## src/rtl/conv_layer_sched.sv

```systemverilog
`default_nettype none
// ============================================================================
// Module   : conv_layer_sched
// Brief    : Walks layer / output position / kernel / tap for the shared conv
//            MAC engine and issues clear, bias-add and write strobes.
// Revision : 1.0 - initial release
// ============================================================================
module conv_layer_sched #(
    parameter int NUM_LAYERS  = 5,
    parameter int MAX_KERNELS = 64,
    parameter int MAX_DEPTH   = 64,
    parameter int TILE        = 3,
    localparam int LW  = (NUM_LAYERS > 1) ? $clog2(NUM_LAYERS) : 1,
    localparam int WAW = $clog2(NUM_LAYERS * MAX_KERNELS * MAX_DEPTH * 9),
    localparam int BAW = $clog2(NUM_LAYERS * MAX_KERNELS)
) (
    input  logic           clk,
    input  logic           rst,
    input  logic           start,
    input  logic           abort,
    output logic [LW-1:0]  cfg_layer,
    input  logic [6:0]     cfg_kernels,
    input  logic [6:0]     cfg_depth,
    output logic           acc_clr,
    output logic           mac_valid,
    input  logic           mac_ready,
    output logic [WAW-1:0] tap_waddr,
    output logic [1:0]     tap_i,
    output logic [1:0]     tap_j,
    output logic [5:0]     tap_d,
    output logic [1:0]     tap_ki,
    output logic [1:0]     tap_kj,
    output logic           bias_add,
    output logic [BAW-1:0] bias_addr,
    output logic           wr_en,
    output logic [LW-1:0]  wr_layer,
    output logic [1:0]     wr_i,
    output logic [1:0]     wr_j,
    output logic [5:0]     wr_kernel,
    output logic           layer_done,
    output logic           busy,
    output logic           done
);

    localparam logic [1:0]    c_TILE_LAST  = 2'(TILE - 1);
    localparam logic [LW-1:0] c_LAST_LAYER = LW'(NUM_LAYERS - 1);
    localparam logic [6:0]    c_KMAX       = 7'(MAX_KERNELS);
    localparam logic [6:0]    c_DMAX       = 7'(MAX_DEPTH);

    typedef enum logic [2:0] {
        S_IDLE  = 3'd0,
        S_CLEAR = 3'd1,
        S_MAC   = 3'd2,
        S_BIAS  = 3'd3,
        S_WRITE = 3'd4,
        S_DONE  = 3'd5
    } state_t;

    state_t          r_state;
    state_t          w_state_next;
    logic [LW-1:0]   r_layer;
    logic [1:0]      r_i;
    logic [1:0]      r_j;
    logic [5:0]      r_kernel;
    logic [5:0]      r_d;
    logic [1:0]      r_ki;
    logic [1:0]      r_kj;
    logic            r_layer_done;

    logic [6:0]      w_kernels;
    logic [6:0]      w_depth;
    logic            w_skip;
    logic            w_last_tap;
    logic            w_last_kernel;
    logic            w_last_out;
    logic            w_last_layer;

    assign w_kernels     = (cfg_kernels > c_KMAX) ? c_KMAX : cfg_kernels;
    assign w_depth       = (cfg_depth > c_DMAX) ? c_DMAX : cfg_depth;
    assign w_skip        = (r_state == S_CLEAR) && (w_kernels == 7'd0);
    assign w_last_tap    = (r_kj == 2'd2) && (r_ki == 2'd2) && ({1'b0, r_d} == w_depth - 7'd1);
    assign w_last_kernel = ({1'b0, r_kernel} == w_kernels - 7'd1);
    assign w_last_out    = w_last_kernel && (r_i == c_TILE_LAST) && (r_j == c_TILE_LAST);
    assign w_last_layer  = (r_layer == c_LAST_LAYER);

    always_ff @(posedge clk) begin
        if (rst) begin
            r_state <= S_IDLE;
        end else begin
            r_state <= w_state_next;
        end
    end

    // An empty layer spends its CLEAR slot with acc_clr held low; cfg is
    // stable for the whole layer, so the gate never glitches mid-layer.
    always_comb begin
        w_state_next = r_state;
        acc_clr      = 1'b0;
        mac_valid    = 1'b0;
        bias_add     = 1'b0;
        wr_en        = 1'b0;
        case (r_state)
            S_IDLE: begin
                if (start) w_state_next = S_CLEAR;
            end
            S_CLEAR: begin
                acc_clr = !w_skip;
                if (w_skip)                  w_state_next = w_last_layer ? S_DONE : S_CLEAR;
                else if (w_depth == 7'd0)    w_state_next = S_BIAS;
                else                         w_state_next = S_MAC;
            end
            S_MAC: begin
                mac_valid = 1'b1;
                if (mac_ready && w_last_tap) w_state_next = S_BIAS;
            end
            S_BIAS: begin
                bias_add     = 1'b1;
                w_state_next = S_WRITE;
            end
            S_WRITE: begin
                wr_en        = 1'b1;
                w_state_next = (w_last_out && w_last_layer) ? S_DONE : S_CLEAR;
            end
            S_DONE:  w_state_next = S_IDLE;
            default: w_state_next = S_IDLE;
        endcase
        if (abort) w_state_next = S_IDLE;
    end

    always_ff @(posedge clk) begin
        if (rst || abort) begin
            r_layer      <= '0;
            r_i          <= '0;
            r_j          <= '0;
            r_kernel     <= '0;
            r_d          <= '0;
            r_ki         <= '0;
            r_kj         <= '0;
            r_layer_done <= 1'b0;
        end else begin
            r_layer_done <= 1'b0;
            case (r_state)
                S_IDLE: begin
                    r_layer  <= '0;
                    r_i      <= '0;
                    r_j      <= '0;
                    r_kernel <= '0;
                    r_d      <= '0;
                    r_ki     <= '0;
                    r_kj     <= '0;
                end
                S_CLEAR: begin
                    if (w_skip) begin
                        r_layer_done <= 1'b1;
                        r_layer      <= w_last_layer ? '0 : r_layer + LW'(1);
                    end
                end
                S_MAC: begin
                    if (mac_ready) begin
                        if (r_kj == 2'd2) begin
                            r_kj <= 2'd0;
                            if (r_ki == 2'd2) begin
                                r_ki <= 2'd0;
                                r_d  <= w_last_tap ? 6'd0 : r_d + 6'd1;
                            end else begin
                                r_ki <= r_ki + 2'd1;
                            end
                        end else begin
                            r_kj <= r_kj + 2'd1;
                        end
                    end
                end
                S_WRITE: begin
                    if (w_last_kernel) begin
                        r_kernel <= 6'd0;
                        if (r_j == c_TILE_LAST) begin
                            r_j <= 2'd0;
                            if (r_i == c_TILE_LAST) begin
                                r_i          <= 2'd0;
                                r_layer_done <= 1'b1;
                                r_layer      <= w_last_layer ? '0 : r_layer + LW'(1);
                            end else begin
                                r_i <= r_i + 2'd1;
                            end
                        end else begin
                            r_j <= r_j + 2'd1;
                        end
                    end else begin
                        r_kernel <= r_kernel + 6'd1;
                    end
                end
                default: ;
            endcase
        end
    end

    assign cfg_layer  = r_layer;
    assign tap_waddr  = WAW'(((32'(r_layer) * 32'(MAX_KERNELS) + 32'(r_kernel)) * 32'(MAX_DEPTH)
                              + 32'(r_d)) * 32'd9 + 32'(r_ki) * 32'd3 + 32'(r_kj));
    assign bias_addr  = BAW'(32'(r_layer) * 32'(MAX_KERNELS) + 32'(r_kernel));
    assign tap_i      = r_i;
    assign tap_j      = r_j;
    assign tap_d      = r_d;
    assign tap_ki     = r_ki;
    assign tap_kj     = r_kj;
    assign wr_layer   = r_layer;
    assign wr_i       = r_i;
    assign wr_j       = r_j;
    assign wr_kernel  = r_kernel;
    assign layer_done = r_layer_done;
    assign busy       = (r_state != S_IDLE);
    assign done       = (r_state == S_DONE);

endmodule
`default_nettype wire

```

## config.mk

```make
export PLATFORM = sky130hd
export DESIGN_NAME = conv_layer_sched
export DESIGN_NICKNAME = d
export VERILOG_FILES = /design/src/rtl/conv_layer_sched.sv
export SDC_FILE = /design/constraint.sdc
export NUM_CORES = 1
export LEC_CHECK = 0
export CAP_MARGIN = 25
export CORE_MARGIN = 3
export CORE_UTILIZATION = 45
export DETAILED_ROUTE_END_ITERATION = 10
export DONT_BUFFER_PORTS = 1
export PLACE_DENSITY = 0.66
export SETUP_SLACK_MARGIN = 0.2
export SYNTH_ARGS = -nofsm -noshare
export SYNTH_HDL_FRONTEND = slang
export SYNTH_SLANG_ARGS = --single-unit
```

## constraint.sdc

```tcl
create_clock -name clk -period 4.5 [get_ports clk]
set_input_delay 0.9 -clock clk [delete_from_list [all_inputs] [get_ports clk]]
set_output_delay 0.9 -clock clk [all_outputs]
set_load 0.02 [all_outputs]
```

# ---- Yosys cells after proc, flatten, opt, wreduce, memory -nomap -nowiden
# Cells that the tools add are included.
dict set report totals {
  reg_bits 27
  inputBits 19
  out_inout_bits 64
  wordCells 116
}
dict set report classes {
  n_addsub 13
  mul 2
  magnitude_cmp 2
  n_eq_ne 21
  n_mux 45
  n_reduce_logical 24
}
# operator n
set ops {}
lappend ops {{adder 32 x 6 -> 32 bit} 1}
lappend ops {{multiplier 32 x 4 -> 18 bit, second input constant} 1}
lappend ops {{2-to-1 mux 3 bit} 10}
lappend ops {{2-to-1 mux 6 bit} 5}
lappend ops {{one-hot mux 6 bit (2 select lines)} 2}
lappend ops {{2-to-1 mux 2 bit} 10}
lappend ops {{adder 18 x 2 -> 18 bit} 1}
lappend ops {{adder 18 x 4 -> 18 bit} 1}
lappend ops {{!= test 2 bit, second input constant} 9}
lappend ops {{one-hot mux 2 bit (2 select lines)} 4}
lappend ops {{one-hot mux 3 bit (5 select lines)} 1}
lappend ops {{equality test 6 x 7 -> 1 bit} 2}
lappend ops {{greater-than comparator 7 bit, second input constant} 2}
lappend ops {{logical NOT 7 bit} 2}
lappend ops {{2-to-1 mux 7 bit} 2}
lappend ops {{subtractor 7 x 1 -> 7 bit, second input constant} 2}
lappend ops {{adder 6 x 1 -> 6 bit, second input constant} 2}
lappend ops {{adder 9 x 6 -> 10 bit} 1}
lappend ops {{equality test 3 bit, second input constant} 3}
lappend ops {{2-to-1 mux 1 bit} 9}
lappend ops {{one-hot mux 3 bit (3 select lines)} 1}
lappend ops {{adder 2 x 1 -> 2 bit, second input constant} 4}
lappend ops {{equality test 2 bit, second input constant} 4}
lappend ops {{logical AND 1 bit} 7}
lappend ops {{other kinds (15)} 21}

# ---- Logic depth before layout (Yosys ltp)
# Gate-level depths: netlist of run 1.
dict set report depth {
  depth_word 10
  ltp_mapped 15
  ltp_nobuf 15
}

# ---- Least setup slack after synthesis of run 1
# OpenSTA, ideal clock, no wires.
dict set report synth_timing {
  path_kind {register to output}
  from {register r_ki[0], in the netlist tap_ki[0]}
  to {output port tap_waddr[16]}
  arrival_time_ns 3.419
  required_time_ns 3.600
  setup_slack_ns 0.181
  path_stages_with_launch 16
  n_path_buf 0
  path_cell_list {dfxtp_1 > inv_1 > ha_1 > ha_1 > inv_1 > fa_1 > inv_1 > ha_1 > inv_1 > fa_1 > o21ai_0 > a21oi_1 > o21ai_0 > a21bo_2 > a221oi_1 > xnor2_1}
}
dict set report synth_between {
  elab_chain_len 3
}
# element line
set synth_lines {}
lappend synth_lines {{from (decl)} 66} ;# logic [1:0] r_ki;
lappend synth_lines {{from (signal assigned)} 166} ;# r_ki <= r_ki + 2'd1;
lappend synth_lines {{multiplier 2 x 2 -> 4 bit} 199} ;# + 32'(r_d)) * 32'd9 + 32'(r_ki) * 32'd3 + 32'(r_kj));
lappend synth_lines {{adder 18 x 4 -> 18 bit} 199}
lappend synth_lines {{adder 18 x 2 -> 18 bit} 199}
lappend synth_lines {{to (decl)} 27} ;# output logic [WAW-1:0] tap_waddr,
# Every way passes these cells.

# ---- Worst setup path after layout of run 1
dict set report layout_timing {
  from {register r_ki[1], in the netlist tap_ki[1]}
  to {output port tap_waddr[16]}
}
# The elaborated chain is that of the path after synthesis.

==> results.sh, run 1 <==
export IMPL_worstPathCellList="inv_4, ha_4, ha_4, inv_2, fa_1, inv_2, ha_4, inv_2, fa_2, o21ai_2, a21oi_2, o21ai_2, a21bo_2, a221oi_2, xnor2_1, buf_4"
export IMPL_synth_area_leaders="ha_1, dfxtp_1, xnor2_1, buf_4, nor2_1"
export IMPL_grt_pass1_vias=2971
export IMPL_dpl_cell_count=510
export IMPL_yosysWarnings=0
export IMPL_place_congestion=0.801
export IMPL_maxSlewHeadroom_pct=56.4
export IMPL_synth_edf_count=0
export IMPL_timing_fmax_mhz=241
export IMPL_synth_distinct_cells=60
export IMPL_regArea_um2=546
export IMPL_initialDrtViolationCount=132
export IMPL_wire_per_inst_um=15.4
export IMPL_reg2reg_to="tap_j[1]"
export IMPL_num_rows=30
export IMPL_grt_max_degree=23
export IMPL_postRouteAntennaNets=0
export IMPL_cp_num_buf_inv=5
export IMPL_synth_seq_cells=27
export IMPL_drive_gt1_share_pct=17.8
export IMPL_post_place_ws_ns=0.162
export IMPL_power_density_nw_per_um2=123
export IMPL_io_pins=83
export IMPL_status="completed"
export IMPL_async_flop_share_pct=0
export IMPL_slew_viol_final=0
export IMPL_fill_cells=673
export IMPL_ys_seq_area_share_pct=16.4
export IMPL_min_delay_worst_endpoint="tap_d[4]"
export IMPL_crit_path_end_kind="output pin"
export IMPL_synth_area_per_cell_um2=8.00
export IMPL_netlist_top_cells_count="ha_1, nor2_1, nand2_1"
export IMPL_ys_flop_type="dfxtp_1"
export IMPL_viasPerCell=5.82
export IMPL_cpPeakStageDelay_ns=0.51
export IMPL_clock_skew_ns=0.00756
export IMPL_yosysTopAreaCell="ha_1"
export IMPL_dieHeight_um=91.7
export IMPL_cp_arrival_ns=3.25
export IMPL_rsz0062_at_grt="true"
export IMPL_crit_required_ns=3.60
export IMPL_tns_ns=0
export IMPL_hold_depth=2
export IMPL_hold_viol_final=0
export IMPL_worstHoldStart="tap_d[4]"
export IMPL_crit_family="adder cells"
export IMPL_rrSetupSlack_ns=2.19
export IMPL_cellLeakagePower_nw=1.71
export IMPL_numCtsBuffers=3
export IMPL_initial_core_util_pct=47.6
export IMPL_grt_overflow_total=0
export IMPL_post_route_util_pct=53.1
export IMPL_reg2reg_from="wr_kernel[4]"
export IMPL_final_nets=508
export IMPL_synthCells=413
export IMPL_wl_mm=8.05
export IMPL_post_synth_top_count_cell="ha_1"
export IMPL_ir_drop_uv=99.7
export IMPL_cap_violations=0
export IMPL_r2r_cells=7
export IMPL_die_w_um=91.7
export IMPL_cts_tree="done"
export IMPL_cts_sinks=27
export IMPL_setup_violations_final=0
export IMPL_min_path_type="register to register"
export IMPL_cp_start_kind="register"
export IMPL_grt_pass1_wl_mm=13.4
export IMPL_fin_cells=524
export IMPL_dr_total_vias=3050
export IMPL_clk_latency_ns=0.27
export IMPL_timing_hold_ws_ns=0.674
export IMPL_core_area_um2=6940
export IMPL_hpwl_mm=6.18
export IMPL_antenna_cells=0
export IMPL_synth_top_area_share_pct=21.6
export IMPL_track_usage_pct=18.6
export IMPL_drc=0
export IMPL_die_area_um2=8410
export IMPL_multiInputGateArea_um2=2590
export IMPL_synth_area_um2=3300
export IMPL_syn_nets=492
export IMPL_htree_levels=1
export IMPL_worstMarginPinSlew_ns=0.649
export IMPL_drtPass1Iterations=4
export IMPL_clk_pin_slew_ns=0.10
export IMPL_min_period_ns=4.15
export IMPL_setup_ws_ns=0.346
export IMPL_antenna_found_initial=0
export IMPL_cp_max_fo=4
export IMPL_clockRootBuffer="clkbuf_8"
export IMPL_startpoint="tap_ki[1]"
export IMPL_critical_path_class="register to output pin"
export IMPL_crit_slowest_cell="fa_1"
export IMPL_fin_crit_sh_pct=92.3
export IMPL_portBuffers=0
export IMPL_syn_to_final_growth_pct=11.6
export IMPL_clk_path_buf_depth=2
-- metal layers --
layer	up-vias	track usage (%)	wire length, um
met1	1425	23.7	3410
met3	8	3.12	573
met2	93	33.7	3990
li1	1524	-	-
met4	0	2.60	65
met5	-	0	0
-- worst reg2reg max path, delay by kind of cell, from the launching register on --
kind / cells / cell delay, ns
AOI/OAI and AO/OA: 2 / 0.26
buffers and inverters: 1 / 0.24
DFF: 1 / 0.34
and+or+nand+nor: 4 / 1.42
-- state kept, by name, summed over array words and instances (netlist names) --
signal / flops
cfg_layer: 3
layer_done: 1
r_state: 3
tap_d: 6
tap_i: 2
tap_j: 2
tap_ki: 2
tap_kj: 2
wr_kernel: 6
-- report_power, final --
part           switching [W]   total, W  leakage, nW  internal, W
Clock              0.0000761   0.000138       0.0255    0.0000620
Sequential        0.00000280   0.000242        0.219     0.000239
Combinational      0.0000460  0.0000742         1.46    0.0000283
-- timing repair --
| item | CTS | global route |
|---|---|---|
| gates resized for setup | 12 | 17 |
| hold buffers | 0 | 0 |
| setup buffers | 5 | 5 |
| endpoints found under the hold margin | 0 | 0 |
| setup endpoints to repair | 6 | 6 |
| pin swaps | 5 | 10 |
-- layout make-up --
type,instances,area share (%)
Clock inverter,1,0.136
Inverter,25,2.68
Tap cell,96,3.26
Timing Repair Buffer,38,7.73
Clock buffer,3,1.12
Sequential cell,27,14.8
Multi-Input combinational cell,334,70.3
-- cells by family after synthesis --
| family | count (synthesis) | share of synthesized area, % |
|---|---|---|
| AOI/OAI and AO/OA | 96 | 19.3 |
| xor gates and xnor gates | 24 | 6.36 |
| adders and majority gates | 60 | 23.4 |
| buffers and inverters | 52 | 8.18 |
| DFF | 27 | 16.4 |
| muxes | 7 | 2.12 |
| and+or+nand+nor | 147 | 24.3 |
-- metrics by stage --
step	instance area [um^2]	total power, W
3_3_place_gp	3460	0.000319
6_report	3690	0.000454
2_1_floorplan	3310	0.000311
3_5_place_dp	3460	0.000321
5_1_grt	3690	0.000478
4_1_cts	3570	0.000459
-- cell usage in the layout, fill, tap and decap left out, types with 3 or more instances in the layout --
master,Yosys,routed
clkbuf_8,0,3
inv_2,0,4
nand4_1,4,4
a211oi_1,4,4
a2111oi_0,4,3
inv_1,24,18
or2_2,3,3
nor4b_1,3,3
xor2_1,6,6
nand3_1,14,14
o211ai_1,4,4
ha_4,0,5
nand2b_1,9,9
nand2_1,32,32
and3_1,5,5
buf_4,19,38
o21ai_0,18,16
a21o_1,6,6
a22oi_1,3,3
a31oi_1,5,5
or3_1,3,3
nor2b_1,8,8
mux2i_1,7,7
xnor2_1,18,17
a21oi_1,24,23
nor2_1,34,34
o21a_1,4,4
nor4_1,3,3
dfxtp_1,27,25
nor3b_1,4,4
ha_1,57,52
nor3_1,9,9
o31ai_1,5,5
o22ai_1,3,3
nand4b_1,4,4
-- worst max-delay path by stage --
stage | end | slack [ns] | cells past startpoint
2_1_floorplan | tap_waddr[16] | 0.30 | 13
3_3_place_gp | tap_waddr[16] | 0.26 | 14
3_5_place_dp | tap_waddr[16] | 0.16 | 14
4_1_cts | tap_waddr[16] | 0.21 | 16
5_1_grt | tap_waddr[16] | 0.16 | 16
6_report | tap_waddr[16] | 0.35 | 16
Note: power is estimated with default switching activity, not from simulation.
==> run 2, diff against run 1 <==
==> constraint.sdc (replaced) <==
create_clock -name clk -period 4.5 [get_ports clk]
set_input_delay 0.45 -clock clk [delete_from_list [all_inputs] [get_ports clk]]
set_output_delay 0.45 -clock clk [all_outputs]
set_load 0.02 [all_outputs]
==> run 2 against run 1 <==
Highest routed layer unchanged. Total power is 1.7% higher. Die area stayed put. Clock skew is 0.0024 ns higher. Via count is 2.8% lower. Sequential share of layout area is 0.89 points higher. Worst hold slack worse by 0.21 ns. Largest power group unchanged. Worst setup slack better by 0.056 ns. Sequential power hardly changed. Flip-flop and latch count stayed put.
==> results.sh, run 2 (synthesis results as in run 1) <==
export IMPL_min_period_ns=4.10
export IMPL_dieHeight_um=91.7
export IMPL_wl_met1_mm=3.32
export IMPL_dr_max_layer_used="met4"
export IMPL_tns_ns=0
export IMPL_pwr_share_comb_pct=15.6
export IMPL_switching_share_pct=28.6
export IMPL_drtPass1Iterations=4
export IMPL_wl_mm=7.85
export IMPL_portBuffers=0
export IMPL_reg2reg_from="wr_kernel[4]"
export IMPL_met3_length_um=581
export IMPL_hold_buffers=0
export IMPL_setup_ws_ns=0.402
export IMPL_grt_overflow_total=0
export IMPL_r2r_cells=7
export IMPL_viasPerCell=5.88
export IMPL_postRouteAntennaNets=0
export IMPL_post_place_ws_ns=0.478
export IMPL_syn_to_final_growth_pct=4.32
export IMPL_crit_path_end_kind="output pin"
export IMPL_cp_arrival_ns=3.65
export IMPL_num_rows=30
export IMPL_final_cell_mix="ha_1, nor2_1, nand2_1, dfxtp_1"
export IMPL_hpwl_mm=6.23
export IMPL_hold_depth=3
export IMPL_power_density_nw_per_um2=134
export IMPL_cts_tree="done"
export IMPL_grt_max_degree=23
export IMPL_fin_crit_sh_pct=91.1
export IMPL_final_nets=488
export IMPL_cap_violations=0
export IMPL_worstHoldStart="mac_ready"
export IMPL_die_w_um=91.7
export IMPL_drive_gt1_share_pct=9.07
export IMPL_initial_core_util_pct=47.6
export IMPL_dr_total_vias=2964
export IMPL_grt_pass1_vias=2855
export IMPL_fill_cells=714
export IMPL_place_congestion=0.828
export IMPL_clockRootBuffer="clkbuf_8"
export IMPL_status="completed"
export IMPL_worstMarginPinSlew_ns=0.827
export IMPL_maxSlewHeadroom_pct=44.7
export IMPL_antenna_cells=0
export IMPL_ir_drop_uv=133
export IMPL_reg2reg_to="tap_j[1]"
export IMPL_wire_per_inst_um=15.6
export IMPL_post_cts_buffers=0
export IMPL_antenna_found_initial=0
export IMPL_p_int_w=0.000330
export IMPL_clkPwrFrac_pct=31.9
export IMPL_io_pins=83
export IMPL_critical_path_class="register to output pin"
export IMPL_htree_levels=1
export IMPL_min_path_type="primary input to register"
export IMPL_wl_met2_mm=3.85
export IMPL_clk_latency_ns=0.28
export IMPL_cp_max_fo=5
export IMPL_cts_sinks=27
export IMPL_timing_hold_ws_ns=0.464
export IMPL_final_common_cell="ha_1"
export IMPL_regArea_um2=541
export IMPL_multiInputGateArea_um2=2510
export IMPL_drc=0
export IMPL_core_area_um2=6940
export IMPL_timing_fmax_mhz=244
export IMPL_rrSetupSlack_ns=2.10
export IMPL_setup_violations_final=0
export IMPL_initialDrtViolationCount=80
export IMPL_clk_path_buf_depth=2
export IMPL_cp_start_kind="register"
export IMPL_crit_required_ns=4.05
export IMPL_slew_viol_final=0
export IMPL_clock_skew_ns=0.00999
export IMPL_seq_power_share_pct=52.5
export IMPL_cellLeakagePower_nw=1.60
export IMPL_die_area_um2=8410
export IMPL_p_sw_w=0.000132
export IMPL_numCtsBuffers=3
export IMPL_track_usage_pct=18.2
export IMPL_clk_pin_slew_ns=0.10
export IMPL_rsz0062_at_grt="false"
export IMPL_grt_pass1_wl_mm=12.9
export IMPL_totalPowerFinal_w=0.000462
export IMPL_min_delay_worst_endpoint="tap_kj[0]"
export IMPL_hold_viol_final=0
[run 2: changes by cell type in the layout (fill, tap and decap cells not counted), sizes merged]
| cell | delta |
|---|---|
| buf | -20 |
| clkinv | -1 |
| clkinvlp | +1 |
[run 2: per-stage QoR]
step           cells  area (um^2)  util, %
3_3_place_gp     500         3380     48.7
6_report         504         3450     49.6
5_1_grt          504         3450     49.6
4_1_cts          504         3430     49.4
3_5_place_dp     500         3380     48.7
2_1_floorplan    413         3300        -
[run 2: power by group through the flow]
stage / Combinational [W] / Sequential (W) / Clock [W]
after floorplan: 0.0000642 / 0.000247 / 0
after global placement: 0.0000700 / 0.000248 / 0
after detailed placement: 0.0000722 / 0.000248 / 0
after CTS: 0.0000723 / 0.000243 / 0.000151
after global routing: 0.0000811 / 0.000243 / 0.000160
final: 0.0000722 / 0.000243 / 0.000147
[run 2: layout make-up]
class,instances,share of cell area [%]
Timing Repair Buffer,18,3.92
Tap cell,96,3.48
Clock buffer,3,1.20
Inverter,25,2.72
Multi-Input combinational cell,334,72.8
Sequential cell,27,15.7
Clock inverter,1,0.218
[run 2: per-layer routing]
| layer | up-vias | global-route usage, % |
|---|---|---|
| li1 | 1478 | - |
| met1 | 1371 | 22.1 |
| met2 | 103 | 32.7 |
| met3 | 12 | 4.10 |
| met4 | 0 | 3.71 |
| met5 | - | 0 |
[run 2: what timing repair did]
| item | in CTS | in global routing |
|---|---|---|
| cloned | 0 | 0 |
| resized for setup | 1 | 3 |
| endpoints found under the setup margin | 1 | 3 |
[run 2: critical path, stage by stage (launching register included)]
cell and delay [ns]:
dfxtp_1 0.32, buf_4 0.17, ha_1 0.19, ha_1 0.27, inv_1 0.05, fa_1 0.53, inv_1 0.04, ha_1 0.21
inv_1 0.07, fa_1 0.20, o21ai_0 0.09, a21oi_1 0.27, o21ai_1 0.15, a21bo_2 0.30, a221oi_2 0.31, xnor2_2 0.21
[run 2: how the worst max path moves through the flow]
stage | from | depth (start not counted) | endpoint | slack, ns
after global placement | tap_ki[1] | 15 | tap_waddr[16] | 0.57
after CTS | tap_ki[1] | 15 | tap_waddr[16] | 0.22
after global routing | tap_ki[1] | 15 | tap_waddr[16] | 0.20
after detailed placement | tap_d[5] | 8 | tap_waddr[16] | 0.48
after floorplan | tap_ki[0] | 15 | tap_waddr[16] | 0.63
final | tap_ki[1] | 15 | tap_waddr[16] | 0.40
==> run 3, diff against run 2 <==
- CTS_BUF_LIST: not set -> sky130_fd_sc_hd__clkbuf_4 sky130_fd_sc_hd__clkbuf_8 sky130_fd_sc_hd__clkbuf_16
- SETUP_SLACK_MARGIN: 0.2 -> not set
==> run 3 against run 2 <==
Critical path depth stayed put. Worst hold slack hardly changed. Clock power hardly changed. Combinational power hardly changed. Maximum frequency is 3.3% lower. Critical endpoint unchanged. Highest routed layer unchanged.
==> results.sh, run 3 (synthesis results as in run 1) <==
export IMPL_timing_hold_ws_ns=0.463
export IMPL_viasPerCell=5.84
export IMPL_wire_per_inst_um=15.6
export IMPL_worstMarginPinSlew_ns=0.827
export IMPL_dr_max_layer_used="met4"
export IMPL_cap_violations=0
export IMPL_die_area_um2=8410
export IMPL_rrSetupSlack_ns=2.10
export IMPL_grt_pass1_vias=2855
export IMPL_crit_path_end_kind="output pin"
export IMPL_totalPowerFinal_w=0.000463
export IMPL_clock_skew_ns=0.0110
export IMPL_switching_share_pct=28.7
export IMPL_initialDrtViolationCount=84
export IMPL_drive_gt1_share_pct=8.58
export IMPL_min_period_ns=4.24
export IMPL_dr_total_vias=2943
export IMPL_clk_pin_slew_ns=0.10
export IMPL_setup_violations_final=0
export IMPL_grt_overflow_total=0
export IMPL_syn_to_final_growth_pct=3.90
export IMPL_min_path_type="primary input to register"
export IMPL_io_pins=83
export IMPL_slew_viol_final=0
export IMPL_rsz0062_at_grt="false"
export IMPL_final_nets=488
export IMPL_wl_met1_mm=3.34
export IMPL_cts_tree="done"
export IMPL_critical_path_class="register to output pin"
export IMPL_htree_levels=1
export IMPL_final_cell_mix="ha_1, nor2_1, nand2_1, dfxtp_1"
export IMPL_grt_max_degree=23
export IMPL_die_w_um=91.7
export IMPL_core_area_um2=6940
export IMPL_drc=0
export IMPL_fill_cells=715
export IMPL_crit_required_ns=4.05
export IMPL_antenna_found_initial=0
export IMPL_fin_cells=504
export IMPL_post_route_util_pct=49.4
export IMPL_clk_latency_ns=0.28
export IMPL_hold_viol_final=0
export IMPL_hold_buffers=0
export IMPL_track_usage_pct=18.2
export IMPL_clockRootBuffer="clkbuf_8"
export IMPL_met3_length_um=554
export IMPL_power_density_nw_per_um2=135
export IMPL_grt_pass1_wl_mm=12.9
export IMPL_seq_power_share_pct=52.4
export IMPL_hpwl_mm=6.23
export IMPL_tns_ns=0
export IMPL_cp_max_fo=5
export IMPL_timing_fmax_mhz=236
export IMPL_wl_met2_mm=3.86
export IMPL_num_rows=30
export IMPL_cellLeakagePower_nw=1.59
export IMPL_multiInputGateArea_um2=2490
export IMPL_dieHeight_um=91.7
export IMPL_cp_start_kind="register"
export IMPL_regArea_um2=541
export IMPL_initial_core_util_pct=47.6
export IMPL_ir_drop_uv=134
export IMPL_portBuffers=0
export IMPL_drtPass1Iterations=4
export IMPL_cp_arrival_ns=3.79
export IMPL_post_cts_buffers=0
export IMPL_final_common_cell="ha_1"
export IMPL_postRouteAntennaNets=0
export IMPL_p_sw_w=0.000133
export IMPL_dpl_cell_count=500
export IMPL_wl_mm=7.84
export IMPL_status="completed"
export IMPL_antenna_cells=0
export IMPL_numCtsBuffers=3
export IMPL_place_congestion=0.828
export IMPL_fin_crit_sh_pct=94.2
export IMPL_p_int_w=0.000330
export IMPL_clk_path_buf_depth=2
export IMPL_pwr_share_comb_pct=15.6
export IMPL_cts_sinks=27
export IMPL_clkPwrFrac_pct=32.0
export IMPL_maxSlewHeadroom_pct=44.6
run 3: cell counts in the layout (fill, tap and decap cells not counted):
Identical to the previous run, type by type.
run 3: cell type report:
| class | instances | share of cell area [%] |
|---|---|---|
| multi-input cells | 334 | 72.7 |
| flip-flops and latches | 27 | 15.7 |
| repair buffers | 18 | 3.94 |
| well taps | 96 | 3.50 |
| inverters | 25 | 2.73 |
| clock buffers | 3 | 1.20 |
| clock inverters | 1 | 0.219 |
run 3: path summary, 6_finish.rpt:
check / to / cells after the start / from
min: tap_kj[0] / 3 / mac_ready
max: tap_waddr[16] / 15 / tap_ki[1]
max reg2reg: tap_j[1] / 7 / wr_kernel[4]
min reg2reg: tap_d[1] / 3 / tap_d[1]
run 3: power by group through the flow:
stage / Clock (W) / Combinational (W) / Sequential, W
3_3_place_gp: 0 / 0.0000700 / 0.000248
3_5_place_dp: 0 / 0.0000722 / 0.000248
5_1_grt: 0.000160 / 0.0000811 / 0.000243
4_1_cts: 0.000151 / 0.0000723 / 0.000243
6_report: 0.000148 / 0.0000722 / 0.000243
2_1_floorplan: 0 / 0.0000642 / 0.000247
run 3: metrics by stage:
| step | setup slack [ns] | instance area [um^2] |
|---|---|---|
| 6_report | 0.262 | 3430 |
| 5_1_grt | 0.0326 | 3430 |
| 4_1_cts | 0.139 | 3430 |
| 3_5_place_dp | 0.478 | 3380 |
| 3_3_place_gp | 0.573 | 3380 |
| 2_1_floorplan | 0.631 | 3300 |
run 3: repair_timing:
item,in CTS,in global routing
hold endpoints to repair,0,0
setup endpoints to repair,0,1
gates resized for setup,0,1
run 3: worst max-delay path, cell delays in order (launching register included):
cell and delay [ns]:
dfxtp_1 0.32, buf_4 0.17, ha_1 0.19, ha_1 0.27, inv_1 0.05, fa_1 0.47, inv_1 0.07, ha_1 0.17
inv_1 0.06, fa_1 0.39, o21ai_0 0.18, a21oi_1 0.13, o21ai_0 0.30, a21bo_2 0.23, a221oi_1 0.09, xnor2_1 0.42
run 3: metal layers:
metal	GRT usage, %	vias to the layer above
met5	0	-
met4	3.71	0
met3	4.10	10
met2	32.7	96
met1	22.1	1360
li1	-	1477
